===== src/rtl/ecc_pkg.sv =====
// Shared types and helpers for the ECC scrub/monitor datapath.
package ecc_pkg;

   typedef enum logic {
      IDLE = 1'b0,
      REQ  = 1'b1
   } scrub_state_e;

   // SECDED syndrome width for a K-bit information word: the smallest m with
   // 2^m >= K+m+1 Hamming check bits, plus one overall parity bit.
   function automatic int calc_syndrome_w(input int k);
      int m;
      m = 0;
      for (int i = 1; i < 31; i++) begin
         if ((m == 0) && ((1 << i) >= (k + i + 1))) begin
            m = i;
         end
      end
      return m + 1;
   endfunction

endpackage


===== src/rtl/ecc_sat_counter.sv =====
// Saturating event counter. A clear and an increment in the same cycle yield 1,
// because the increment is applied after the clear.
module ecc_sat_counter #(
   parameter int W = 8
) (
   input  logic         clk_i,
   input  logic         rst_ni,
   input  logic         clr_i,
   input  logic         inc_i,
   output logic [W-1:0] cnt_o
);

   // Clear-then-increment, holding at all-ones instead of wrapping.
   always_ff @(posedge clk_i or negedge rst_ni) begin
      if (!rst_ni) begin
         cnt_o <= '0;
      end else if (clr_i) begin
         cnt_o <= inc_i ? W'(1) : '0;
      end else if (inc_i && (cnt_o != {W{1'b1}})) begin
         cnt_o <= cnt_o + W'(1);
      end
   end

endmodule


===== src/rtl/ecc_scrub_monitor.sv =====
// Error monitor behind the SECDED read decoder: counts corrected and
// uncorrectable errors, captures the first one, and writes corrected words back.
module ecc_scrub_monitor
   import ecc_pkg::*;
#(
   parameter int K  = 32,
   parameter int SW = calc_syndrome_w(K),
   parameter int AW = 16,
   parameter int CW = 8
) (
   input  logic          clk_i,
   input  logic          rst_ni,
   input  logic          rvalid_i,
   input  logic [AW-1:0] raddr_i,
   input  logic [K-1:0]  q_i,
   input  logic [SW-1:0] syndrome_i,
   input  logic          sb_err_i,
   input  logic          db_err_i,
   input  logic          scrub_en_i,
   input  logic          clear_i,
   output logic          wb_req_o,
   input  logic          wb_gnt_i,
   output logic [AW-1:0] wb_addr_o,
   output logic [K-1:0]  wb_data_o,
   output logic          busy_o,
   output logic [CW-1:0] sb_cnt_o,
   output logic [CW-1:0] db_cnt_o,
   output logic          err_valid_o,
   output logic [AW-1:0] err_addr_o,
   output logic [SW-1:0] err_synd_o,
   output logic          err_db_o,
   output logic          db_irq_o,
   output logic          scrub_drop_o
);

   // A double-bit flag dominates: data flagged both ways is never trusted.
   logic db_ev_p0;
   logic sb_ev_p0;
   logic any_ev_p0;

   assign db_ev_p0  = rvalid_i & db_err_i;
   assign sb_ev_p0  = rvalid_i & sb_err_i & ~db_err_i;
   assign any_ev_p0 = db_ev_p0 | sb_ev_p0;

   scrub_state_e state_q, state_d;
   logic         load_p0;
   logic         drop_p0;

   ecc_sat_counter #(.W(CW)) u_sb_cnt (
      .clk_i  (clk_i),
      .rst_ni (rst_ni),
      .clr_i  (clear_i),
      .inc_i  (sb_ev_p0),
      .cnt_o  (sb_cnt_o)
   );

   ecc_sat_counter #(.W(CW)) u_db_cnt (
      .clk_i  (clk_i),
      .rst_ni (rst_ni),
      .clr_i  (clear_i),
      .inc_i  (db_ev_p0),
      .cnt_o  (db_cnt_o)
   );

   // First-error capture; a coincident clear re-arms and captures this event.
   always_ff @(posedge clk_i or negedge rst_ni) begin
      if (!rst_ni) begin
         err_valid_o <= 1'b0;
         err_addr_o  <= '0;
         err_synd_o  <= '0;
         err_db_o    <= 1'b0;
      end else if (any_ev_p0 && (clear_i || !err_valid_o)) begin
         err_valid_o <= 1'b1;
         err_addr_o  <= raddr_i;
         err_synd_o  <= syndrome_i;
         err_db_o    <= db_ev_p0;
      end else if (clear_i) begin
         err_valid_o <= 1'b0;
         err_addr_o  <= '0;
         err_synd_o  <= '0;
         err_db_o    <= 1'b0;
      end
   end

   // One-cycle interrupt pulse per uncorrectable read.
   always_ff @(posedge clk_i or negedge rst_ni) begin
      if (!rst_ni) begin
         db_irq_o <= 1'b0;
      end else begin
         db_irq_o <= db_ev_p0;
      end
   end

   // Sticky drop flag; a drop in the clearing cycle still registers.
   always_ff @(posedge clk_i or negedge rst_ni) begin
      if (!rst_ni) begin
         scrub_drop_o <= 1'b0;
      end else begin
         scrub_drop_o <= (scrub_drop_o & ~clear_i) | drop_p0;
      end
   end

   // Scrub FSM state register.
   always_ff @(posedge clk_i or negedge rst_ni) begin
      if (!rst_ni) begin
         state_q <= IDLE;
      end else begin
         state_q <= state_d;
      end
   end

   // Next state, request load and drop detection. Scrubs are not queued, so a
   // correctable read arriving while a request is outstanding (including its
   // grant cycle) is only counted.
   always_comb begin
      state_d = state_q;
      load_p0 = 1'b0;
      drop_p0 = 1'b0;
      unique case (state_q)
         IDLE: begin
            if (sb_ev_p0 && scrub_en_i) begin
               state_d = REQ;
               load_p0 = 1'b1;
            end
         end
         REQ: begin
            if (sb_ev_p0 && scrub_en_i) begin
               drop_p0 = 1'b1;
            end
            if (wb_gnt_i) begin
               state_d = IDLE;
            end
         end
         default: state_d = IDLE;
      endcase
   end

   // Write-back address/data, frozen for the whole request.
   always_ff @(posedge clk_i or negedge rst_ni) begin
      if (!rst_ni) begin
         wb_addr_o <= '0;
         wb_data_o <= '0;
      end else if (load_p0) begin
         wb_addr_o <= raddr_i;
         wb_data_o <= q_i;
      end
   end

   assign wb_req_o = (state_q == REQ);
   assign busy_o   = (state_q == REQ);

endmodule

===== config.mk =====
export PLATFORM = sky130hd
export DESIGN_NAME = ecc_scrub_monitor
export DESIGN_NICKNAME = d
export VERILOG_FILES = /design/src/rtl/ecc_pkg.sv /design/src/rtl/ecc_sat_counter.sv /design/src/rtl/ecc_scrub_monitor.sv
export SDC_FILE = /design/constraint.sdc
export NUM_CORES = 1
export LEC_CHECK = 0
export ABC_AREA = 1
export BUFFER_PORTS_ARGS = -buffer_cell sky130_fd_sc_hd__buf_4
export CAP_MARGIN = 0
export CORE_MARGIN = 2
export CORE_UTILIZATION = 52
export DETAILED_ROUTE_END_ITERATION = 16
export PLACE_DENSITY = 0.85
export SYNTH_ARGS = -nofsm -noshare
export SYNTH_HDL_FRONTEND = slang
export SYNTH_SLANG_ARGS = --single-unit
export TNS_END_PERCENT = 50

===== constraint.sdc =====
create_clock -name clk_i -period 3.55 [get_ports clk_i]
set_input_delay 0.1775 -clock clk_i [delete_from_list [all_inputs] [get_ports clk_i]]
set_output_delay 0.1775 -clock clk_i [all_outputs]
set_load 0.005 [all_outputs]

==> out/metrics.csv <==
stage,metric,value,unit
detailed_routing,WL met1,4160,µm
job,MaxCap Viol Count,0,
placement,# port buffers,155,
sta,fmax,551,MHz
worst_setup_path,Crit path max-delay family,simple AND/OR/NAND/NOR gates,
detailed_routing,DR WL/cell,13.9,µm
layout,nets@finish,672,
worst_setup_path,CP cell instances,inv_1 > nand3_4 > nand2_1 > o21ai_0,
placement,post-place instance area,0.00514,mm²
worst_setup_path,CP max stage delay,0.69,ns
pwr,Power Internal,1800,µW
detailed_routing,top layer used by detailed routing,met4,
synth,"Distinct cells, synth",24,
outcome,status,"complete, no violations",
layout,layout cell share with drive strength beyond 1,29.4,%
synth,#FFs+latches synth,92,
floorplanning,row cnt,31,
clock_network,TritonCTS clock tree,done,
detailed_routing,residual DRC count,0,
sta,final hold viol count,0,
pwr,P per Cell Area,468,mW/mm²
detailed_routing,vias per cell,4.96,
synth,"top cells by count, synth","nand2_1, dfrtp_1, inv_1, nand3_1, o21ai_0",
synth,Post-Syn Area,0.00397,mm²
clock_network,"Reg clk slew, reported paths",0.10,ns
detailed_routing,initial DRC count,214,
layout,final core utilization,72.9,%
clock_network,Clock Latency Late Sink,0.35,ns
detailed_routing,Met2 Wirelength,4710,µm
worst_hold_path,worst hold path type,input port to flop,
worst_setup_path,startpoint types,flop,
detailed_routing,first drt pass iteration count,5,
floorplanning,Die X,91.3,µm
sta,Tightest Pin Transition,0.919,ns
sta,Min Hold Slack,0.0622,ns
sta,Slew HR,38.7,%
clock_network,CTS Sinks,92,
clock_network,TritonCTS Buffers,9,
sta,period utilization,51.1,%
detailed_routing,WL met3,898,µm
sta,worst setup margin,1.74,ns
placement,dpl hpwl,7200,µm
layout,Filler cells,574,
clock_network,"Setup Fix Bufs, Post-CTS",0,
placement,gp weighted congestion,0.880,
placement,pre-CTS WS,1.68,ns
worst_setup_path,critical path capture point type,flop,
worst_setup_path,WP depth,4,
worst_setup_path,reg2reg path depth,4,
worst_setup_path,WP data required,3.75,ns
synth,"Avg Cell Area, Syn",8.68,µm²
sta,RSZ-0062 raised after global routing,false,
synth,Yosys warnings,0,
grt,total track usage,24.3,%
clock_network,post-CTS resize count,0,
grt,first-pass GRT wire length,16100,µm
grt,initial antenna violation count,0,
pwr,Switching Share,28.1,%
grt,gr ovfl total,0,
detailed_routing,Post-Route WL,9920,µm
grt,pin count of the biggest net entering global routing,98,
synth,most frequent cell after synthesis,nand2_1,
floorplanning,Initial Util,54.1,%
floorplanning,Die H,91.3,µm
layout,Final Cell Area,0.00535,mm²
pwr,NetSw,704,µW
grt,number of global-route vias before repair,3300,
floorplanning,core area,0.00733,mm²
pwr,sequential share of power,51.8,%
clock_network,root buffer cell,clkbuf_8,
detailed_routing,total number of vias,3528,
pwr,P_leak,0.00295,µW
floorplanning,Ports,156,
synth,ranking of synthesized cells by area,"dfrtp_1, nand2_1, nand3_1",
floorplanning,Die ar.,0.00834,mm²
layout,Area Growth Syn to Fin,34.9,%
sta,setup violators final,0,
worst_setup_path,worst path arrival time,2.02,ns
worst_setup_path,worst path bufs/invs,1,
sta,setup TNS,0,ns
clock_network,CTS Buffer Depth,2,
sta,skew final,0.0122,ns
synth,gate count after technology mapping,457,
detailed_routing,ANT nets after route,0,
sta,Tmin final,1.81,ns
worst_setup_path,"critical path fanouts, max",97,
synth,register area share after synthesis,58.1,%
pwr,clock power share,26.4,%
clock_network,htree depth,3,
pwr,Comb pwr share,21.8,%
synth,"Primary FF master, synth",dfrtp_1,
synth,synthesized net count,522,
synth,"EDFF count, synth",0,
worst_setup_path,"Worst Path Class, Setup",flop to flop,
sta,max-slew violations,0,
worst_setup_path,CP max stage cell,nand3_4,
synth,"area leader, netlist",dfrtp_1,
layout,ANT cells,0,
synth,share of the synthesized area in the top cell type,58.1,%
pwr,peak supply drop,0.299,mV
worst_hold_path,Hold Crit Depth,3,
synth,ys async rst share,100,%
cell usage in the layout (no fill, tap or decap), types with 5 or more instances in the layout:
master	n
o21ai_0	38
a21oi_1	8
nand2_1	118
dfrtp_1	92
o21ai_1	31
buf_4	156
nand3_1	49
inv_1	65
nor2_1	18
o21bai_1	5
clkbuf_8	11
path summary, 6_finish.rpt:
path | start | endpoint | slack (ns)
max | busy_o$_DFF_PN0_ | wb_addr_o[10]$_DFFE_PN0P_ | 1.74
min | q_i[28] | wb_data_o[28]$_DFFE_PN0P_ | 0.06
max reg2reg | busy_o$_DFF_PN0_ | wb_addr_o[10]$_DFFE_PN0P_ | 1.74
min reg2reg | wb_data_o[28]$_DFFE_PN0P_ | wb_data_o[28]$_DFFE_PN0P_ | 0.49
max in group asynchronous | rst_ni | wb_data_o[30]$_DFFE_PN0P_ | 2.22
min in group asynchronous | rst_ni | u_sb_cnt.cnt_o[5]$_DFFE_PN0P_ | 0.48
kinds of logic (layout without fill, tap and decap cells):
kind of cell	count (synthesis)	count (layout)	share of synthesized area (%)
AND/OR/NAND/NOR	194	194	21.1
adder cells (fa/ha/maj)	2	2	0.631
flip-flops	92	92	58.1
AO/OA/AOI/OAI	83	83	10.9
buffers and inverters	86	241	9.37
metal layers:
| metal | up-vias | track usage, % |
|---|---|---|
| met5 | - | 0 |
| met4 | 0 | 8.08 |
| met3 | 15 | 8.22 |
| met2 | 125 | 38.8 |
| met1 | 1649 | 31.1 |
| li1 | 1739 | - |
repair_timing:
action / 4_1_cts / 5_1_grt
hold endpoints to repair: 70 / 0
hold buffers: 2 / 0
setup endpoints to repair: 0 / 0
flip-flops by register name, summed over array words and instances, names as in the netlist:
register,flops
err_synd_o,7
db_irq_o,1
scrub_drop_o,1
err_addr_o,16
u_db_cnt.cnt_o,8
err_valid_o,1
wb_addr_o,16
err_db_o,1
wb_data_o,32
u_sb_cnt.cnt_o,8
busy_o,1
final cells by class:
cell class / count / area (µm²) / area share [%]
clock buffer: 12 / 155 / 2.90
clock inverter: 4 / 32.5 / 0.608
inverter: 67 / 251 / 4.70
multi-input combinational: 279 / 1290 / 24.1
sequential: 92 / 2300 / 43.1
tap: 99 / 124 / 2.32
timing repair buffer: 158 / 1190 / 22.3
worst register-to-register path: cells and delay by family (launching register included):
| family | cells | cell delay (ns) |
|---|---|---|
| buf+inv | 1 | 0.12 |
| compound gates | 1 | 0.13 |
| flops | 1 | 0.42 |
| simple gates | 2 | 1.01 |
per-stage QoR:
| stage | instances | total power, µW |
|---|---|---|
| final | 711 | 2500 |
| after global routing | 711 | 2640 |
| after CTS | 711 | 2520 |
| after detailed placement | 693 | 1870 |
| after global placement | 693 | 1840 |
| after floorplan | 457 | 1490 |
power groups by stage:
| stage | sequential (µW) | combinational, µW | clock (µW) |
|---|---|---|---|
| global placement | 1310 | 532 | 0 |
| detailed placement | 1320 | 553 | 0 |
| CTS | 1300 | 555 | 670 |
| floorplan | 1320 | 179 | 0 |
| finish | 1300 | 547 | 660 |
| global route | 1320 | 605 | 721 |
Note: power is estimated with default switching activity, not from simulation.
